### src/rtl/jpeg_lift_ram.sv
// jpeg_lift_ram: one LeGall 5/3 lifting-step unit (predict/update,
// forward/inverse) with a registered 16-bit result, alongside a simple
// dual-port sample RAM (one write port, one read port) that buffers
// samples between lifting passes.
module jpeg_lift_ram #(
    parameter int WIDTH = 16,
    parameter int DEPTH = 64,
    localparam int AW = $clog2(DEPTH)
) (
    input  logic                clk,
    input  logic                rst_n,
    input  logic signed [15:0]  l_s,
    input  logic signed [15:0]  r_s,
    input  logic signed [15:0]  s_s,
    input  logic                e_o_s,
    input  logic                f_i_s,
    output logic signed [15:0]  res_s,
    input  logic [AW-1:0]       i_Wr_Addr,
    input  logic                i_Wr_DV,
    input  logic [WIDTH-1:0]    i_Wr_Data,
    input  logic [AW-1:0]       i_Rd_Addr,
    input  logic                i_Rd_En,
    output logic                o_Rd_DV,
    output logic [WIDTH-1:0]    o_Rd_Data
);

    // Predict term: floor(sum / 2).
    function automatic logic signed [17:0] predict_term(input logic signed [16:0] sum);
        logic signed [17:0] t;
        t = {sum[16], sum};
        return t >>> 1;
    endfunction

    // Update term: floor((sum + 2) / 4); 18 bits keep sum + 2 from overflowing.
    function automatic logic signed [17:0] update_term(input logic signed [16:0] sum);
        logic signed [17:0] t;
        t = {sum[16], sum} + 18'sd2;
        return t >>> 2;
    endfunction

    // Two's-complement wrap of the 18-bit result back to 16 bits.
    function automatic logic signed [15:0] wrap16(input logic signed [17:0] v);
        return v[15:0];
    endfunction

    logic signed [16:0] sum_p0;
    logic signed [17:0] s_ext_p0;
    logic signed [17:0] term_p0;
    logic signed [17:0] full_p0;
    logic               add_p0;
    logic signed [15:0] res_p1;
    logic [WIDTH-1:0]   mem [DEPTH];

    // Stage p0: combinational lifting step. Forward predict and inverse
    // update subtract the term; the other two cases add it.
    always_comb begin
        sum_p0   = $signed({l_s[15], l_s}) + $signed({r_s[15], r_s});
        s_ext_p0 = $signed({{2{s_s[15]}}, s_s});
        term_p0  = e_o_s ? predict_term(sum_p0) : update_term(sum_p0);
        add_p0   = e_o_s ^ f_i_s;
        full_p0  = add_p0 ? (s_ext_p0 + term_p0) : (s_ext_p0 - term_p0);
    end

    // Stage p1: result and read-port registers, cleared asynchronously.
    always_ff @(posedge clk or negedge rst_n) begin
        if (!rst_n) begin
            res_p1    <= '0;
            o_Rd_DV   <= 1'b0;
            o_Rd_Data <= '0;
        end else begin
            res_p1    <= wrap16(full_p0);
            o_Rd_DV   <= i_Rd_En;
            o_Rd_Data <= mem[i_Rd_Addr];
        end
    end

    // Memory write port; contents survive reset, writes are dropped during it.
    // Reading the old word above with nonblocking updates gives read-before-write.
    always_ff @(posedge clk) begin
        if (rst_n && i_Wr_DV) begin
            mem[i_Wr_Addr] <= i_Wr_Data;
        end
    end

    assign res_s = res_p1;

endmodule

### config.mk
export PLATFORM = sky130hd
export DESIGN_NAME = jpeg_lift_ram
export DESIGN_NICKNAME = d
export VERILOG_FILES = /design/src/rtl/jpeg_lift_ram.sv
export SDC_FILE = /design/constraint.sdc
export NUM_CORES = 1
export LEC_CHECK = 0
export CAP_MARGIN = 20
export CORE_MARGIN = 3
export CORE_UTILIZATION = 43
export DETAILED_ROUTE_END_ITERATION = 7
export GPL_TIMING_DRIVEN = 0
export PLACE_DENSITY_LB_ADDON = 0.25
export SLEW_MARGIN = 15
export SYNTH_ARGS = -nofsm -noshare
export SYNTH_HDL_FRONTEND = slang
export SYNTH_SLANG_ARGS = --single-unit
### constraint.sdc
create_clock -name clk -period 1.9 [get_ports clk]
set_input_delay 0.38 -clock clk [delete_from_list [all_inputs] [get_ports clk]]
set_output_delay 0.38 -clock clk [all_outputs]
set_load 0.01 [all_outputs]
==> metrics <==
Power per Cell Area around 1000 mW/mm²; GPL Wtd Cong 0.798; largest net degree at the start of global routing 65; most used cell, CP buf_6; critical-path cell list buf_6 > ha_4 > a41o_1 > a221o_1 > a21o_1 > xnor2_2 > or4_4 > nor4_4 > buf_4 > buf_6 > nand3_2 > xor2_1 > and2_1 > a31o_2 > a32oi_2 > ha_4 > buf_6 > nand2_2 > nor2_2 > a311oi_2 > o211ai_1; sequential area share after synthesis 74.4%; antenna-violating nets left 0; initial core utilization a little over two fifths; GRT Total Usage 20.5%; Final Setup Violations 61; Max Root-Sink Buffers 3; DP HPWL 68.6 mm; Synth cell types 72; number of remaining DRC errors 0; r2r worst-path depth 3; commonest cells after routing, fill and taps aside edfxtp_1, mux4_2, clkbuf_16; violated checks negative setup slack; Design Power ~53 mW; fin worst setup slack -2170 ps; worst-margin pin slew 954 ps; share of layout cells above drive strength 1 41.1%; #FFs+latches synth 1057; Via Count 21200; CTS clock-pin slew for the worst setup and hold paths 60 ps; setup TNS -24310 ps; Core ar. 0.0973 mm²; Core Util, Final 54.1%; # rows 114; fill count 7307; area delta synth->final 24.2%; DR iter-0 viols 2059; htree depth 3; Syn Nets around 2000; WP data required 2420 ps; Worst Skew 28.5 ps; grt total ovfl 0; leakage approximately 17 nW; crit-path leading delay family compound AO/OA/AOI/OAI gates; mapped cell area 0.0424 mm²; number of port buffers 103; Syn. warnings 0; critical path arrival 4590 ps; cells after synthesis 1929; storage element area 0.0316 mm²; Period minus WS final 4070 ps; Die ar. 0.102 mm²; outcome finished, violations left; RSZ-0062 raised after global routing true; IO Pins 115; CTS tree yes; Final Hold Viols 0; DR vias/cell 5.78; Max rail drop VDD 0.819 mV; Clock Tree Root clkbuf_16; Slew Limit Headroom between 30 and 40%; prevailing post-synth register cell edfxtp_1; Buf+Inv Stages, Crit Path 4; final max-slew violation count 0; startpoint types input pin; initial antenna violation count 8; Initial DRT Pass Iterations 5; Hold Path End mem[47][15]; Synth Area in Simple Gates 2.67%; CP endpoint kind flop; FF-to-FF Start mem[50][6]; number of synthesized flops with an enable pin just over 1000; vias in the first global route roughly 22000; Routed WL per cell 28.2 µm; xor and xnor area share after synthesis 0.847%; adder-cell share of the synthesized area roughly 1.1%; mux share of post-synthesis cell area 18.0%; Async SR Flop Fraction 3.12%; fin crit share 214%; Avg Synthesized Cell Area 22.0 µm²; global-route wire length before repair about 150 mm; slowest stage cell, crit path or4_4; largest family of logic cells by synthesized area multiplexers; Max-Cap Viols 0; Compound-Gate Fraction of Synth Area under 10%; worst slack, placed -3820 ps; wirelength, routed 104 mm; Crit Path Class input pin to flop; hold path start i_Wr_Data[15]; R2R Path End o_Rd_Data[6]; Max Freq 0.246 GHz; Die Ht roughly 320 µm; Reg2Reg Setup Slack -330 ps; die width 320 µm; leading cell type in the layout, fill and taps excluded edfxtp_1; footprint of the multi-input gates 0.0118 mm²; worst-path maximum fanout 4; CTS sink cnt 1057; Clock Latency Late Sink 670 ps; WHS 73.0 ps; CTS Buf Count 109; Final #Nets around 2400; worst hold path class input pin to flop; CP peak stage delay 590 ps; Hold Crit Depth 1
## cell usage after synthesis (2+ instances only)
| cell type | instances | area, µm² |
|---|---|---|
| a211oi_1 | 4 | 30.0 |
| a21o_1 | 9 | 67.6 |
| a21oi_1 | 28 | 140 |
| a22o_1 | 2 | 17.5 |
| a22oi_1 | 2 | 15.0 |
| a31oi_1 | 6 | 37.5 |
| a41o_1 | 2 | 20.0 |
| a41oi_1 | 3 | 26.3 |
| and2_1 | 4 | 25.0 |
| and3_1 | 5 | 31.3 |
| and4_1 | 5 | 43.8 |
| buf_1 | 31 | 116 |
| clkbuf_1 | 60 | 225 |
| dfrtp_1 | 33 | 826 |
| edfxtp_1 | 1024 | 30700 |
| fa_1 | 2 | 40.0 |
| ha_1 | 34 | 425 |
| inv_1 | 17 | 63.8 |
| mux2i_1 | 4 | 40.0 |
| mux4_2 | 336 | 7570 |
| nand2_1 | 41 | 154 |
| nand2b_1 | 11 | 68.8 |
| nand3_1 | 16 | 80.1 |
| nand3b_1 | 3 | 22.5 |
| nand4_1 | 5 | 31.3 |
| nor2_1 | 94 | 353 |
| nor2b_1 | 8 | 50.1 |
| nor3_1 | 16 | 80.1 |
| nor3_2 | 2 | 20.0 |
| nor3b_1 | 4 | 30.0 |
| o2111ai_1 | 2 | 17.5 |
| o211ai_1 | 3 | 22.5 |
| o21a_1 | 6 | 45.0 |
| o21ai_0 | 19 | 95.1 |
| o21bai_1 | 3 | 22.5 |
| o22ai_1 | 2 | 12.5 |
| o2bb2ai_1 | 3 | 26.3 |
| o32a_1 | 2 | 20.0 |
| or3_1 | 5 | 31.3 |
| or3b_2 | 2 | 17.5 |
| xnor2_1 | 27 | 236 |
| xor2_1 | 14 | 123 |
## per-layer routing
metal	track usage, %	vias up	share of wire, %
met5	0	-	0
met1	28.4	11400	41
li1	-	8965	-
met4	4.76	0	2.1
met3	3.60	143	7.0
met2	34.3	722	50
## cell type report
| class | instances | area share (%) |
|---|---|---|
| Antenna cell | 3 | 0.0143 |
| Sequential cell | 1057 | 60.0 |
| Clock buffer | 126 | 5.38 |
| Clock inverter | 69 | 1.25 |
| Tap cell | 1276 | 3.03 |
| Buffer | 91 | 1.77 |
| Inverter | 17 | 0.131 |
| Multi-Input combinational cell | 762 | 22.5 |
| Timing Repair Buffer | 268 | 6.00 |
## cells by family (layout without fill, tap and decap cells)
family,count (synthesis),count (layout)
multiplexers,341,341
flip-flops,1057,1057
AO/OA/AOI/OAI,115,115
adder cells (fa/ha/maj),36,36
buffers and inverters,110,571
XOR/XNOR,41,41
AND/OR/NAND/NOR,229,229
other,0,3
## state kept, by name, indices dropped and copies added (netlist names)
| name | count |
|---|---|
| o_Rd_Data | 16 |
| res_s | 16 |
| o_Rd_DV | 1 |
| mem | 1024 |
## worst max-delay path by stage
stage / depth (start not counted) / to / startpoint / slack [ps]
after detailed placement: 19 / res_s[14] / l_s[0] / -3820
after global placement: 19 / res_s[14] / l_s[0] / -3790
final: 21 / res_s[14] / r_s[6] / -2170
after CTS: 21 / res_s[14] / r_s[6] / -2030
after global routing: 21 / res_s[14] / l_s[9] / -2310
after floorplan: 18 / res_s[14] / l_s[0] / -2650
## report_power, final
part           total, mW  switching [mW]  internal [mW]
sequential          26.0           0.106           25.9
clock               20.8            8.55           12.3
combinational       5.92            3.19           2.74
total               52.7            11.8           40.9
## through the flow
step                      cell area [µm²]  std cells
after floorplan                     43600       1929
after global placement              46300       3308
after detailed placement            46500       3322
after CTS                           52100       3648
after global routing                52700       3666
final                               52700       3669
## timing repair
item                                   in CTS  in global routing
pin swaps                                 113                 27
gates resized for setup                   228                 89
endpoints found under the hold margin      11                  0
setup endpoints to repair                1089                505
hold buffers                                2                  0
buffers inserted                          130                 19
## worst register-to-register path: cells and delay by family, from the launching register on
kind / cells / cell delay (ps)
mux: 3 / 1730
flops: 1 / 370
No activity file was read; power rests on OpenSTA's default activity.
